**src/rtl/inst_fetch_responder.sv**
```systemverilog
// Instruction-side memory responder.
// Serves fetch-stage PC requests from a one-line (64-bit) buffer. On a miss it
// runs a req/grant/rvalid read to instruction memory and stalls fetch until the
// data returns. A redirect (flush_i) either drops an ungranted request or lets
// an in-flight read drain into the buffer without delivering an instruction.
//
// state   | meaning
// --------+---------------------------------------------------------------
// S_IDLE  | no transaction in flight; hits served from the line buffer
// S_REQ   | mem_req_o asserted, waiting for mem_gnt_i
// S_WAIT  | request granted, waiting for mem_rvalid_i
// S_DRAIN | fetch squashed after grant; absorb read data, deliver nothing

module inst_fetch_responder #(
  parameter int ADDR_W = 64,
  parameter bit BUF_EN = 1'b1
) (
  input  logic              clk,
  input  logic              rst,
  input  logic [ADDR_W-1:0] pc_i,
  input  logic              pc_en_i,
  input  logic              flush_i,
  output logic [31:0]       inst_o,
  output logic              inst_valid_o,
  output logic              stall_o,
  output logic              mem_req_o,
  output logic [ADDR_W-1:0] mem_addr_o,
  input  logic              mem_gnt_i,
  input  logic              mem_rvalid_i,
  input  logic [63:0]       mem_rdata_i
);

  typedef enum logic [1:0] {
    S_IDLE  = 2'd0,
    S_REQ   = 2'd1,
    S_WAIT  = 2'd2,
    S_DRAIN = 2'd3
  } state_t;

  state_t state;
  state_t state_nxt;

  logic [ADDR_W-4:0] buf_tag;
  logic [63:0]       buf_data;
  logic              buf_valid;
  logic              half_sel;
  logic              valid_q;

  logic hit;
  logic issue;
  logic hit_take;
  logic accept;
  logic deliver;
  logic req_clear;

  // The byte offset within a 32-bit word never affects the fetched word.
  logic unused_pc_bits;
  assign unused_pc_bits = ^pc_i[1:0];

  assign hit = BUF_EN && buf_valid && (buf_tag == pc_i[ADDR_W-1:3]);

  // A coincident redirect suppresses the pending instruction pulse.
  assign inst_valid_o = valid_q && !flush_i;

  // State register.
  always_ff @(posedge clk) begin
    if (rst) begin
      state <= S_IDLE;
    end else begin
      state <= state_nxt;
    end
  end

  // Next-state decode.
  always_comb begin
    state_nxt = state;
    case (state)
      S_IDLE: begin
        if (pc_en_i && !hit) begin
          state_nxt = S_REQ;
        end
      end
      S_REQ: begin
        if (mem_gnt_i) begin
          if (mem_rvalid_i) begin
            state_nxt = S_IDLE;
          end else if (flush_i) begin
            state_nxt = S_DRAIN;
          end else begin
            state_nxt = S_WAIT;
          end
        end else if (flush_i) begin
          state_nxt = S_IDLE;
        end
      end
      S_WAIT: begin
        if (mem_rvalid_i) begin
          state_nxt = S_IDLE;
        end else if (flush_i) begin
          state_nxt = S_DRAIN;
        end
      end
      S_DRAIN: begin
        if (mem_rvalid_i) begin
          state_nxt = S_IDLE;
        end
      end
      default: state_nxt = S_IDLE;
    endcase
  end

  // Output and datapath-control decode.
  always_comb begin
    issue     = (state == S_IDLE) && pc_en_i && !hit;
    hit_take  = (state == S_IDLE) && pc_en_i && hit;
    accept    = mem_rvalid_i &&
                ((state == S_WAIT) || (state == S_DRAIN) ||
                 ((state == S_REQ) && mem_gnt_i));
    // Data that lands with a redirect, or while draining, only fills the buffer.
    deliver   = accept && (state != S_DRAIN) && !flush_i;
    req_clear = (state == S_REQ) && (mem_gnt_i || flush_i);
    stall_o   = !rst && ((state != S_IDLE) || issue);
  end

  // Instruction return, memory request and line buffer registers.
  always_ff @(posedge clk) begin
    if (rst) begin
      inst_o     <= 32'h0;
      valid_q    <= 1'b0;
      mem_req_o  <= 1'b0;
      mem_addr_o <= '0;
      half_sel   <= 1'b0;
      buf_valid  <= 1'b0;
      buf_tag    <= '0;
      buf_data   <= 64'h0;
    end else begin
      valid_q <= 1'b0;
      if (hit_take) begin
        inst_o  <= pc_i[2] ? buf_data[63:32] : buf_data[31:0];
        valid_q <= 1'b1;
      end else if (deliver) begin
        inst_o  <= half_sel ? mem_rdata_i[63:32] : mem_rdata_i[31:0];
        valid_q <= 1'b1;
      end

      if (issue) begin
        mem_req_o  <= 1'b1;
        mem_addr_o <= {pc_i[ADDR_W-1:3], 3'b000};
        half_sel   <= pc_i[2];
      end else if (req_clear) begin
        mem_req_o <= 1'b0;
      end

      if (accept) begin
        buf_valid <= 1'b1;
        buf_tag   <= mem_addr_o[ADDR_W-1:3];
        buf_data  <= mem_rdata_i;
      end
    end
  end

endmodule

```
**config.mk**
```make
export PLATFORM = sky130hd
export DESIGN_NAME = inst_fetch_responder
export DESIGN_NICKNAME = d
export VERILOG_FILES = /design/src/rtl/inst_fetch_responder.sv
export SDC_FILE = /design/constraint.sdc
export NUM_CORES = 1
export LEC_CHECK = 0
export BUFFER_PORTS_ARGS = -buffer_cell sky130_fd_sc_hd__buf_2
export CAP_MARGIN = 20
export CORE_MARGIN = 5
export CORE_UTILIZATION = 45
export CTS_CLUSTER_DIAMETER = 200
export CTS_CLUSTER_SIZE = 12
export DETAILED_ROUTE_END_ITERATION = 10
export PLACE_DENSITY = 0.71
export SLEW_MARGIN = 10
export SYNTH_ARGS = -nofsm -noshare
export SYNTH_HDL_FRONTEND = slang
export SYNTH_SLANG_ARGS = --single-unit
```
**constraint.sdc**
```tcl
create_clock -name clk -period 2.37 [get_ports clk]
set_input_delay 0.474 -clock clk [delete_from_list [all_inputs] [get_ports clk]]
set_output_delay 0.474 -clock clk [all_outputs]
set_load 0.05 [all_outputs]
```
==> results.json <==
{
  "grt_pass1_vias": 8261,
  "path_buf_inv": 3,
  "cts_max_level": 1,
  "yosysWarnings": 0,
  "wl_met2_microns": 12900,
  "rrSetupSlack_ns": 0.18,
  "synth_edf_count": 0,
  "maxSlewViolCount": 0,
  "grt_pass1_wl_microns": 42900,
  "power_uw": 8510,
  "hold_ws_ns": 0.220,
  "setup_viol": 1,
  "detailed_place_hpwl_microns": 18900,
  "ctsLongestPathBuffers": 3,
  "drtIter0Drc": 460,
  "design.core.area_sq_um": 22800,
  "crit_slowest_cell": "dfxtp_2",
  "grt_start_max_net_pins": 127,
  "crit_cells": 9,
  "holdBufCountCts": 0,
  "place_congestion": 0.837,
  "power_leakage_uw": 0.00551,
  "met1Wirelength_microns": 12100,
  "hold_viol": 0,
  "root_buffer": "clkbuf_16",
  "clkLatencyLatePin_ns": 0.50,
  "clk_pin_slew_ns": 0.06,
  "portBuffers": 227,
  "synth.distinct_cells": 34,
  "ir_drop_uv": 483,
  "first_pass_iters": 5,
  "cp_slowest_stage_delay_ns": 0.32,
  "nNetsFinal": 1535,
  "crit_required_ns": 1.90,
  "cp.arrival_ns": 2.18,
  "start_kind": "flop",
  "cts_buffers": 22,
  "finalNonFillerCells": 1720,
  "wl_microns": 27500,
  "die_y_microns": 163,
  "fmax_mhz": 377,
  "ys_seq_elements": 224,
  "n_fill_cell": 2069,
  "cp_max_fo": 2,
  "hp-class": "input pin to flop",
  "rows": 55,
  "route.met3.wl_microns": 1820,
  "min_period_over_period_pct": 112,
  "ios": 233,
  "antenna_found_initial": 5,
  "area_delta_synth_final_pct": 22.6,
  "die_area_sq_um": 26400,
  "die_w_microns": 163,
  "vias_per_cell": 5.05,
  "powerDensity_nw_per_um2": 663,
  "max_slew_margin_pct": 61.4,
  "fin_crit_ns": 2.65,
  "dpl.cell_count": 1690,
  "tightest_slew_ns": 0.579,
  "rsz0062_at_grt": "true",
  "ff2ff_path_depth": 8,
  "ys.flop_type": "dfxtp_1",
  "avgSynthCellArea_sq_um": 8.80,
  "drc": 0,
  "cpLargestDelayFamily": "simple AND/OR/NAND/NOR gates",
  "wl_per_cell_microns": 16.0,
  "cts_tree": "built",
  "post-place-ws_ns": -0.300,
  "yosysSeqAreaShare_pct": 42.8,
  "status": "finished with violations",
  "grt_overflow": 0,
  "syn-cell-area_sq_um": 10500,
  "postSynthCellCount": 1189,
  "ant_nets": 0,
  "startpoint": "buf_tag[45]$_SDFFE_PP0P_",
  "r2r_start": "buf_tag[58]$_SDFFE_PP0P_",
  "cp-endpoint": "stall_o",
  "route.top_layer_used": "met4",
  "critPathCaptureType": "output port",
  "final_layout_size_suffix_gt1_share_pct": 27.3,
  "finClkSkew_ns": 0.0111,
  "vias": 8690,
  "fin_ws_ns": -0.279,
  "violations": "negative setup slack",
  "cts.sinks": 224,
  "critPathKind": "flop to output port",
  "max-cap-violations": 0,
  "async_flop_share_pct": 0,
  "crit_chain": "xnor2_1 -> buf_4 -> nand4_1 -> nor4_1 -> buf_4 -> nand4_1 -> o21ai_2 -> a21oi_2 -> buf_6",
  "worst_r2r_endpoint": "inst_o[30]$_SDFFE_PP0P_",
  "grt_usage_pct": 19.9,
  "start_util_pct": 46.0
}
## cells in the final DEF (no fill, tap or decap), drive strengths merged, types with 2 or more instances in the layout
cell type  instances
nor2              68
nor4               4
inv               10
xnor2             49
o21ai              4
conb               3
nor2b              6
dfxtp            224
a2111oi            2
mux2              64
and2               2
nand3              3
buf              272
a21oi            132
mux2i            126
o22ai              4
nand2            253
nand2b           129
clkbuf            24
nand4             13
diode              6
## kinds of logic (layout without fill, tap and decap cells)
group,after synthesis,in the layout,synth area share (%)
muxes,190,190,20.0
DFF,224,224,42.8
xor gates and xnor gates,50,50,4.18
and+or+nand+nor,480,480,21.1
other,1,9,0.0358
AOI/OAI and AO/OA,147,147,7.49
buffers and inverters,97,307,4.34
## power breakdown
group	internal, uW	switching (uW)	total (uW)
clock	1810	1370	3190
sequential	3900	91.7	3990
combinational	501	832	1330
total	6220	2300	8510
## registers in the layout, summed over array words and instances, names as in the netlist
register	cells
buf_valid	1
state	2
buf_data	64
mem_addr_o	61
buf_tag	61
mem_req_o	1
half_sel	1
inst_o	32
valid_q	1
## cells in the mapped netlist (all sizes together), types with 2 or more instances
master,number,share of area (%)
o22ai,4,0.24
buf,24,1.7
a21oi,132,6.3
nor2b,6,0.36
mux2i,126,12
o21ai,4,0.19
nand4,13,0.78
dfxtp,224,43
xnor2,49,4.1
mux2,64,7.9
clkbuf,63,2.3
nand3,3,0.26
nor2,68,2.4
nand2b,129,7.7
and2,2,0.12
inv,10,0.36
a2111oi,2,0.35
nor4,4,0.24
nand2,253,9.1
## how the worst min path moves through the flow
| stage | from | to | slack [ns] | depth (start not counted) |
|---|---|---|---|---|
| 6_report | mem_rvalid_i | state[1]$_SDFFE_PP0P_ | 0.22 | 2 |
| 5_1_grt | mem_rdata_i[15] | buf_data[15]$_SDFFE_PP0P_ | 0.21 | 3 |
| 4_1_cts | mem_rvalid_i | state[1]$_SDFFE_PP0P_ | 0.20 | 2 |
| 3_5_place_dp | buf_data[59]$_SDFFE_PP0P_ | buf_data[59]$_SDFFE_PP0P_ | 0.45 | 2 |
| 3_3_place_gp | buf_data[13]$_SDFFE_PP0P_ | buf_data[13]$_SDFFE_PP0P_ | 0.44 | 2 |
| 2_1_floorplan | buf_data[0]$_SDFFE_PP0P_ | buf_data[0]$_SDFFE_PP0P_ | 0.44 | 2 |
## layer usage
metal	vias to the layer above	track usage [%]
met1	4077	27.0
met2	249	32.5
met5	-	0
met3	45	3.21
li1	4319	-
met4	0	6.11
## per-stage QoR
step           setup TNS [ns]  instance area [sq um]  util [%]
6_report               -0.279                  12800      56.3
5_1_grt                -0.402                  12800      56.3
4_1_cts                -0.304                  12800      56.2
3_5_place_dp           -19.95                  12100      53.3
3_3_place_gp           -17.89                  12100      53.3
2_1_floorplan               0                  10500         -
## what timing repair did
item,4_1_cts,5_1_grt
endpoints found under the setup margin,1,1
buffers inserted,0,0
gates resized for setup,13,5
pin swaps,7,5
## worst register-to-register path, delay by kind of cell, from the launching register on
| kind | cells | cell delay, ns |
|---|---|---|
| buf+inv | 2 | 0.36 |
| mux | 1 | 0.35 |
| simple gates | 3 | 0.44 |
| flops | 1 | 0.31 |
| compound gates | 2 | 0.61 |
## area by class of cell
type | instances | area (sq um) | share of cell area [%]
antenna | 6 | 15.0 | 0.117
inverter | 10 | 37.5 | 0.292
clock inverter | 1 | 30.0 | 0.234
clock buffer | 23 | 576 | 4.48
timing repair buffer | 273 | 1660 | 12.9
sequential | 224 | 4490 | 35.0
tap | 313 | 392 | 3.05
multi-input combinational | 870 | 5640 | 43.9
No activity file was read; power rests on OpenSTA's default activity.
